===== src/rtl/uart_axi_pkg.sv =====
// Shared register map, field positions and AXI response codes for the UART CSR block.
package uart_axi_pkg;

   localparam int REG_CTRL     = 0;
   localparam int REG_LENGTH   = 1;
   localparam int REG_STATUS   = 2;
   localparam int REG_SCRATCH0 = 3;

   localparam int CTRL_SEND_BIT      = 0;
   localparam int CTRL_ENABLE_BIT    = 1;
   localparam int STATUS_BUSY_BIT    = 0;
   localparam int STATUS_OVERRUN_BIT = 1;

   localparam logic [1:0] RESP_OKAY   = 2'b00;
   localparam logic [1:0] RESP_SLVERR = 2'b10;

   function automatic logic [31:0] apply_strb(input logic [31:0] old_val,
                                              input logic [31:0] new_val,
                                              input logic [3:0]  strb);
      logic [31:0] res;
      for (int b = 0; b < 4; b++)
         res[8*b +: 8] = strb[b] ? new_val[8*b +: 8] : old_val[8*b +: 8];
      return res;
   endfunction

endpackage


===== src/rtl/uart_csr_bank.sv =====
// UART control/status register bank: CTRL, LENGTH, STATUS (W1C overrun) and scratch
// registers, plus the one-cycle send trigger.
module uart_csr_bank
   import uart_axi_pkg::*;
#(
   parameter int C_NUM_REGS  = 8,
   parameter int C_LEN_WIDTH = 10,
   parameter int IDX_W       = 4
) (
   input  logic                   clk,
   input  logic                   rst_n,
   input  logic                   wr_en,
   input  logic [IDX_W-1:0]       wr_idx,
   input  logic [31:0]            wr_data,
   input  logic [3:0]             wr_strb,
   output logic                   wr_err,
   input  logic [IDX_W-1:0]       rd_idx,
   output logic [31:0]            rd_data,
   output logic                   rd_err,
   input  logic                   tx_busy_i,
   output logic [C_LEN_WIDTH-1:0] data_length_o,
   output logic                   sent_trig_o,
   output logic                   enable_o
);

   logic                   enable_q;
   logic                   overrun_q;
   logic                   sent_trig_q;
   logic [C_LEN_WIDTH-1:0] length_q;
   logic [31:0]            scratch_q [REG_SCRATCH0:C_NUM_REGS-1];

   logic [31:0] wr_idx32, rd_idx32, len_merged;
   logic        hit_ctrl, hit_length, hit_status;
   logic        post_en, send_req, trig_n, ovr_set, ovr_clr;
   logic        unused_bits;

   assign wr_idx32   = 32'(wr_idx);
   assign rd_idx32   = 32'(rd_idx);
   assign wr_err     = (wr_idx32 >= 32'(C_NUM_REGS));
   assign hit_ctrl   = wr_en && (wr_idx32 == 32'(REG_CTRL));
   assign hit_length = wr_en && (wr_idx32 == 32'(REG_LENGTH));
   assign hit_status = wr_en && (wr_idx32 == 32'(REG_STATUS));

   // The send decision uses ENABLE as it will be after this very write.
   assign post_en    = wr_strb[0] ? wr_data[CTRL_ENABLE_BIT] : enable_q;
   assign send_req   = hit_ctrl && wr_strb[0] && wr_data[CTRL_SEND_BIT] && post_en;
   assign trig_n     = send_req && !tx_busy_i;
   assign ovr_set    = send_req && tx_busy_i;
   assign ovr_clr    = hit_status && wr_strb[0] && wr_data[STATUS_OVERRUN_BIT];
   assign len_merged = apply_strb(32'(length_q), wr_data, wr_strb);
   assign unused_bits = ^len_merged;

   always_ff @(posedge clk or negedge rst_n) begin
      if (!rst_n) begin
         enable_q    <= 1'b0;
         overrun_q   <= 1'b0;
         sent_trig_q <= 1'b0;
         length_q    <= '0;
         for (int i = REG_SCRATCH0; i < C_NUM_REGS; i++) scratch_q[i] <= '0;
      end else begin
         sent_trig_q <= trig_n;
         if (hit_ctrl && wr_strb[0]) enable_q <= wr_data[CTRL_ENABLE_BIT];
         if (hit_length) length_q <= len_merged[C_LEN_WIDTH-1:0];
         if (ovr_set)      overrun_q <= 1'b1;
         else if (ovr_clr) overrun_q <= 1'b0;
         for (int i = REG_SCRATCH0; i < C_NUM_REGS; i++)
            if (wr_en && (wr_idx32 == 32'(i)))
               scratch_q[i] <= apply_strb(scratch_q[i], wr_data, wr_strb);
      end
   end

   always_comb begin
      rd_data = '0;
      rd_err  = 1'b0;
      if (rd_idx32 >= 32'(C_NUM_REGS)) begin
         rd_err = 1'b1;
      end else if (rd_idx32 == 32'(REG_CTRL)) begin
         rd_data[CTRL_ENABLE_BIT] = enable_q;
      end else if (rd_idx32 == 32'(REG_LENGTH)) begin
         rd_data = 32'(length_q);
      end else if (rd_idx32 == 32'(REG_STATUS)) begin
         rd_data[STATUS_BUSY_BIT]    = tx_busy_i;
         rd_data[STATUS_OVERRUN_BIT] = overrun_q;
      end else begin
         for (int i = REG_SCRATCH0; i < C_NUM_REGS; i++)
            if (rd_idx32 == 32'(i)) rd_data = scratch_q[i];
      end
   end

   assign data_length_o = length_q;
   assign enable_o      = enable_q;
   assign sent_trig_o   = sent_trig_q;

endmodule


===== src/rtl/uart_axi_csr.sv =====
// AXI4-Lite slave front end for the UART CSR bank: independent AW/W holding buffers,
// single outstanding write response and single outstanding read response.
module uart_axi_csr
   import uart_axi_pkg::*;
#(
   parameter int C_S_AXI_DATA_WIDTH = 32,
   parameter int C_S_AXI_ADDR_WIDTH = 6,
   parameter int C_NUM_REGS         = 8,
   parameter int C_LEN_WIDTH        = 10
) (
   input  logic                            S_AXI_ACLK,
   input  logic                            S_AXI_ARESETN,
   input  logic [C_S_AXI_ADDR_WIDTH-1:0]   S_AXI_AWADDR,
   input  logic [2:0]                      S_AXI_AWPROT,
   input  logic                            S_AXI_AWVALID,
   output logic                            S_AXI_AWREADY,
   input  logic [C_S_AXI_DATA_WIDTH-1:0]   S_AXI_WDATA,
   input  logic [C_S_AXI_DATA_WIDTH/8-1:0] S_AXI_WSTRB,
   input  logic                            S_AXI_WVALID,
   output logic                            S_AXI_WREADY,
   output logic [1:0]                      S_AXI_BRESP,
   output logic                            S_AXI_BVALID,
   input  logic                            S_AXI_BREADY,
   input  logic [C_S_AXI_ADDR_WIDTH-1:0]   S_AXI_ARADDR,
   input  logic [2:0]                      S_AXI_ARPROT,
   input  logic                            S_AXI_ARVALID,
   output logic                            S_AXI_ARREADY,
   output logic [C_S_AXI_DATA_WIDTH-1:0]   S_AXI_RDATA,
   output logic [1:0]                      S_AXI_RRESP,
   output logic                            S_AXI_RVALID,
   input  logic                            S_AXI_RREADY,
   input  logic                            tx_busy_i,
   output logic [C_LEN_WIDTH-1:0]          data_length_o,
   output logic                            sent_trig_o,
   output logic                            enable_o
);

   localparam int IDX_W = C_S_AXI_ADDR_WIDTH - 2;

   logic                          aw_full, w_full;
   logic [IDX_W-1:0]              aw_idx;
   logic [C_S_AXI_DATA_WIDTH-1:0] w_data;
   logic [C_S_AXI_DATA_WIDTH/8-1:0] w_strb;
   logic                          awready_q, wready_q, bvalid_q, arready_q, rvalid_q;
   logic [1:0]                    bresp_q, rresp_q;
   logic [C_S_AXI_DATA_WIDTH-1:0] rdata_q;

   logic        aw_hs, w_hs, ar_hs, commit;
   logic        aw_full_n, w_full_n, bvalid_n, rvalid_n;
   logic        wr_err, rd_err;
   logic [31:0] rd_data;
   logic        unused_ok;

   assign unused_ok = ^{S_AXI_AWPROT, S_AXI_ARPROT, S_AXI_AWADDR[1:0], S_AXI_ARADDR[1:0]};

   assign aw_hs     = S_AXI_AWVALID && awready_q;
   assign w_hs      = S_AXI_WVALID && wready_q;
   assign ar_hs     = S_AXI_ARVALID && arready_q;
   assign commit    = aw_full && w_full;
   assign aw_full_n = !commit && (aw_full || aw_hs);
   assign w_full_n  = !commit && (w_full || w_hs);
   assign bvalid_n  = commit || (bvalid_q && !S_AXI_BREADY);
   assign rvalid_n  = ar_hs || (rvalid_q && !S_AXI_RREADY);

   // Ready flags are registered copies of the next-cycle buffer/response state.
   always_ff @(posedge S_AXI_ACLK or negedge S_AXI_ARESETN) begin
      if (!S_AXI_ARESETN) begin
         aw_full   <= 1'b0;
         w_full    <= 1'b0;
         aw_idx    <= '0;
         w_data    <= '0;
         w_strb    <= '0;
         awready_q <= 1'b0;
         wready_q  <= 1'b0;
         bvalid_q  <= 1'b0;
         bresp_q   <= RESP_OKAY;
         arready_q <= 1'b0;
         rvalid_q  <= 1'b0;
         rresp_q   <= RESP_OKAY;
         rdata_q   <= '0;
      end else begin
         aw_full   <= aw_full_n;
         w_full    <= w_full_n;
         if (aw_hs) aw_idx <= S_AXI_AWADDR[C_S_AXI_ADDR_WIDTH-1:2];
         if (w_hs) begin
            w_data <= S_AXI_WDATA;
            w_strb <= S_AXI_WSTRB;
         end
         awready_q <= !aw_full_n && !bvalid_n;
         wready_q  <= !w_full_n && !bvalid_n;
         bvalid_q  <= bvalid_n;
         if (commit) bresp_q <= wr_err ? RESP_SLVERR : RESP_OKAY;
         arready_q <= !rvalid_n;
         rvalid_q  <= rvalid_n;
         if (ar_hs) begin
            rdata_q <= rd_data;
            rresp_q <= rd_err ? RESP_SLVERR : RESP_OKAY;
         end
      end
   end

   uart_csr_bank #(
      .C_NUM_REGS  (C_NUM_REGS),
      .C_LEN_WIDTH (C_LEN_WIDTH),
      .IDX_W       (IDX_W)
   ) u_bank (
      .clk           (S_AXI_ACLK),
      .rst_n         (S_AXI_ARESETN),
      .wr_en         (commit),
      .wr_idx        (aw_idx),
      .wr_data       (w_data),
      .wr_strb       (w_strb),
      .wr_err        (wr_err),
      .rd_idx        (S_AXI_ARADDR[C_S_AXI_ADDR_WIDTH-1:2]),
      .rd_data       (rd_data),
      .rd_err        (rd_err),
      .tx_busy_i     (tx_busy_i),
      .data_length_o (data_length_o),
      .sent_trig_o   (sent_trig_o),
      .enable_o      (enable_o)
   );

   assign S_AXI_AWREADY = awready_q;
   assign S_AXI_WREADY  = wready_q;
   assign S_AXI_BVALID  = bvalid_q;
   assign S_AXI_BRESP   = bresp_q;
   assign S_AXI_ARREADY = arready_q;
   assign S_AXI_RVALID  = rvalid_q;
   assign S_AXI_RRESP   = rresp_q;
   assign S_AXI_RDATA   = rdata_q;

endmodule


===== config.mk =====
export PLATFORM = sky130hd
export DESIGN_NAME = uart_axi_csr
export DESIGN_NICKNAME = d
export VERILOG_FILES = /design/src/rtl/uart_axi_pkg.sv /design/src/rtl/uart_csr_bank.sv /design/src/rtl/uart_axi_csr.sv
export SDC_FILE = /design/constraint.sdc
export NUM_CORES = 1
export LEC_CHECK = 0
export ABC_AREA = 1
export BUFFER_PORTS_ARGS = -buffer_cell sky130_fd_sc_hd__clkbuf_2
export CORE_ASPECT_RATIO = 0.9
export CORE_MARGIN = 2
export CORE_UTILIZATION = 35
export CTS_BUF_LIST = sky130_fd_sc_hd__clkbuf_16
export CTS_CLUSTER_SIZE = 16
export DETAILED_ROUTE_END_ITERATION = 12
export PLACE_DENSITY_LB_ADDON = 0.08
export SLEW_MARGIN = 20
export SYNTH_ARGS = -nofsm -noshare
export SYNTH_HDL_FRONTEND = slang
export SYNTH_SLANG_ARGS = --single-unit

===== constraint.sdc =====
create_clock -name S_AXI_ACLK -period 1.4 [get_ports S_AXI_ACLK]
set_input_delay 0.28 -clock S_AXI_ACLK [delete_from_list [all_inputs] [get_ports S_AXI_ACLK]]
set_output_delay 0.28 -clock S_AXI_ACLK [all_outputs]
set_load 0.02 [all_outputs]

==> impl_metrics.ini <==
[run_status]
status = complete, but fails checks
violations = setup timing

[sta]
holdWs_ps = 22.1
finClkSkew_ps = 12.0
fin_crit_sh_pct = 113
relSlewSlack_pct = 65.3
finalHoldViolCount = 0
min_period_ps = 1580
rsz0062_at_grt = true
max_freq_ghz = 0.633
setup_viol = 153
tightest_slew_ps = 519
tns_ps = -10200
layout_setup_ws_ps = -179
maxSlewViolCount = 0

[place]
port_buffers = 102
dp_hpwl_um = 20200
place_congestion = 0.744
dp.cells = 1801

[grt]
grt_use_total_pct = 19.2
grt_pass1_vias = 8806
antenna_found_initial = 0
grt_max_degree = 52
grt_pass1_wl_um = 49400
grt_overflow_total = 0

[synthesis]
ys_ff_latch = 254
netlist_instances = 1265
synth_top_area_share_pct = 58.0
synth_area_leader_cell = dfrtp_1
yosys-top-cells-area = dfrtp_1 (58%), nand2_1 (13%), nor2_1 (4.7%)
yosysWarningCount = 0
synth_cell_type_count = 33
synth.most_common_cell = nand2_1
ys_seq_area_share_pct = 58.0
synth_edf_count = 0
syn_avg_cell_area_um2 = 8.66
synth_top_cells_by_count = nand2_1 (375), dfrtp_1 (254), nor2_1 (137), a21oi_1 (101), o21ai_1 (99)
ys_dominant_reg_cell = dfrtp_1
synthArstFlopShare_pct = 100
netlist_area_um2 = 11000

[cells_and_area]
area_growth_pct = 34.2
nets = 1564
n_fill_cell = 3044
stdcell_count = 1934
antenna_cells = 0
drive_gt1_share_pct = 22.3

[worst_hold_path]
hold_end = w_strb[1]$_DFFE_PN0P_
worstHoldStart = S_AXI_WSTRB[1]
min_path_cells = 3
hold_path_class = primary input to register

[critical_path]
r2r.worst_path.cells = 7
r2r-start = aw_idx[1]$_DFFE_PN0P_
cp_max_fo = 8
reg2reg_slack_ps = -180
arrival_ps = 2050
crit_type = register to register
cp-startpoint = aw_idx[1]$_DFFE_PN0P_
startpoint_type = register
rr_endpoint = u_bank.scratch_q[44]$_DFFE_PN0P_
critPathCaptureType = register
worstPathRequired_ps = 1870

[floorplanning]
coreArea_um2 = 30800
initial_core_util_pct = 35.5
die_y_um = 172
die_area_um2 = 32700
die_x_um = 191
ios = 115
num_rows = 61

[clock_network]
clockBufferDepth = 3
htree_levels = 1
cts-root-buf = clkbuf_16
cts_buffers = 30
cts_tree = yes
clock_latency_ps = 550
clock_sink_count = 254
clk_pin_slew_worst_paths_ps = 60

[drt]
drt-initial-drc-count = 544
dr.pass1.iters = 5
route.vias.total = 9021
drc = 0
vias_per_cell = 4.66
routed_wl_um = 31000
wl_per_cell_um = 16.0
detail-route-antenna-nets = 0

[power]
powerDensity_nw_per_um2 = 1820
p_leak_nw = 7.36
ir_drop_v = 0.00109

[run]
drv_cap = 0
-- registers in the layout, indices dropped and copies added, names as in the netlist, 4 cells and up --
register	flops
w_strb	4
u_bank.data_length_o	10
u_bank.scratch_q	160
S_AXI_RDATA	32
aw_idx	4
w_data	32
-- where the power goes --
| part | total, mW | switching [mW] | internal [mW] | leakage [nW] |
|---|---|---|---|---|
| Sequential | 11.8 | 1.59 | 10.2 | 3.36 |
| Combinational | 7.57 | 4.55 | 3.02 | 3.51 |
| Clock | 7.44 | 3.10 | 4.33 | 0.496 |
-- cells by family (layout without fill, tap and decap cells) --
group / after synthesis / in the layout / synth area share (%)
flip-flops: 254 / 254 / 58.0
buffers and inverters: 119 / 373 / 4.90
other: 1 / 2 / 0.0342
AND/OR/NAND/NOR: 622 / 627 / 24.4
AO/OA/AOI/OAI: 269 / 269 / 12.6
-- metal layers --
metal / global-route usage, % / vias to the layer above / share of wire (%)
met2: 29.7 / 137 / 44
met5: 0 / - / 0
met3: 2.44 / 42 / 3.4
li1: - / 4573 / -
met1: 28.7 / 4269 / 51
met4: 4.28 / 0 / 1.9
-- cell usage in the layout (no fill, tap or decap), drive strengths merged --
master	count
o211ai	1
clkbuf	128
dfrtp	254
nor2	165
nand3	58
buf	117
dlygate4sd3	43
nand4	1
o21ai	157
inv	68
clkinv	15
a21oi	110
or2	19
nand2	380
conb	2
bufinv	2
o32ai	1
nor3	3
nor4	1
-- worst max-delay path, cell delays in order, from the launching register on --
cell and delay [ps]:
dfrtp_1 420, inv_2 50, or2_4 240, nor2_4 190
nand2_8 160, nor2_8 240, nor2_1 60, a21oi_1 110
-- timing repair --
action	CTS	global route
endpoints found under the hold margin	296	0
setup endpoints to repair	123	234
hold buffers	43	0
resized for setup	49	47
buffers inserted	25	3
cloned	5	3
pin swaps	10	6
-- per-stage QoR --
stage                     area, um2  power (mW)  setup WS (ps)  util, %
after floorplan               11000        15.9          -21.1        -
after global placement        12600        18.3           -273     41.0
after detailed placement      12600        18.5           -261     41.0
after CTS                     14500        26.8           -122     46.9
after global routing          14700        28.7           -263     47.7
final                         14700        26.8           -179     47.7
-- how the worst max path moves through the flow --
stage | end | slack (ps) | depth (start not counted)
2_1_floorplan | S_AXI_RDATA[12]$_DFFE_PN0P_ | -20 | 7
3_3_place_gp | S_AXI_RDATA[5]$_DFFE_PN0P_ | -270 | 10
3_5_place_dp | S_AXI_RDATA[5]$_DFFE_PN0P_ | -260 | 10
4_1_cts | u_bank.scratch_q[52]$_DFFE_PN0P_ | -120 | 7
5_1_grt | u_bank.scratch_q[49]$_DFFE_PN0P_ | -260 | 7
6_report | u_bank.scratch_q[44]$_DFFE_PN0P_ | -180 | 7
-- final cells by class --
type / count / area, um2 / area share [%]
Clock inverter: 24 / 158 / 1.07
Tap cell: 409 / 512 / 3.48
Sequential cell: 254 / 6360 / 43.2
Inverter: 61 / 234 / 1.59
Multi-Input combinational cell: 898 / 4300 / 29.2
Clock buffer: 31 / 776 / 5.28
Timing Repair Buffer: 257 / 2370 / 16.1
Note: power is estimated with default switching activity, not from simulation.
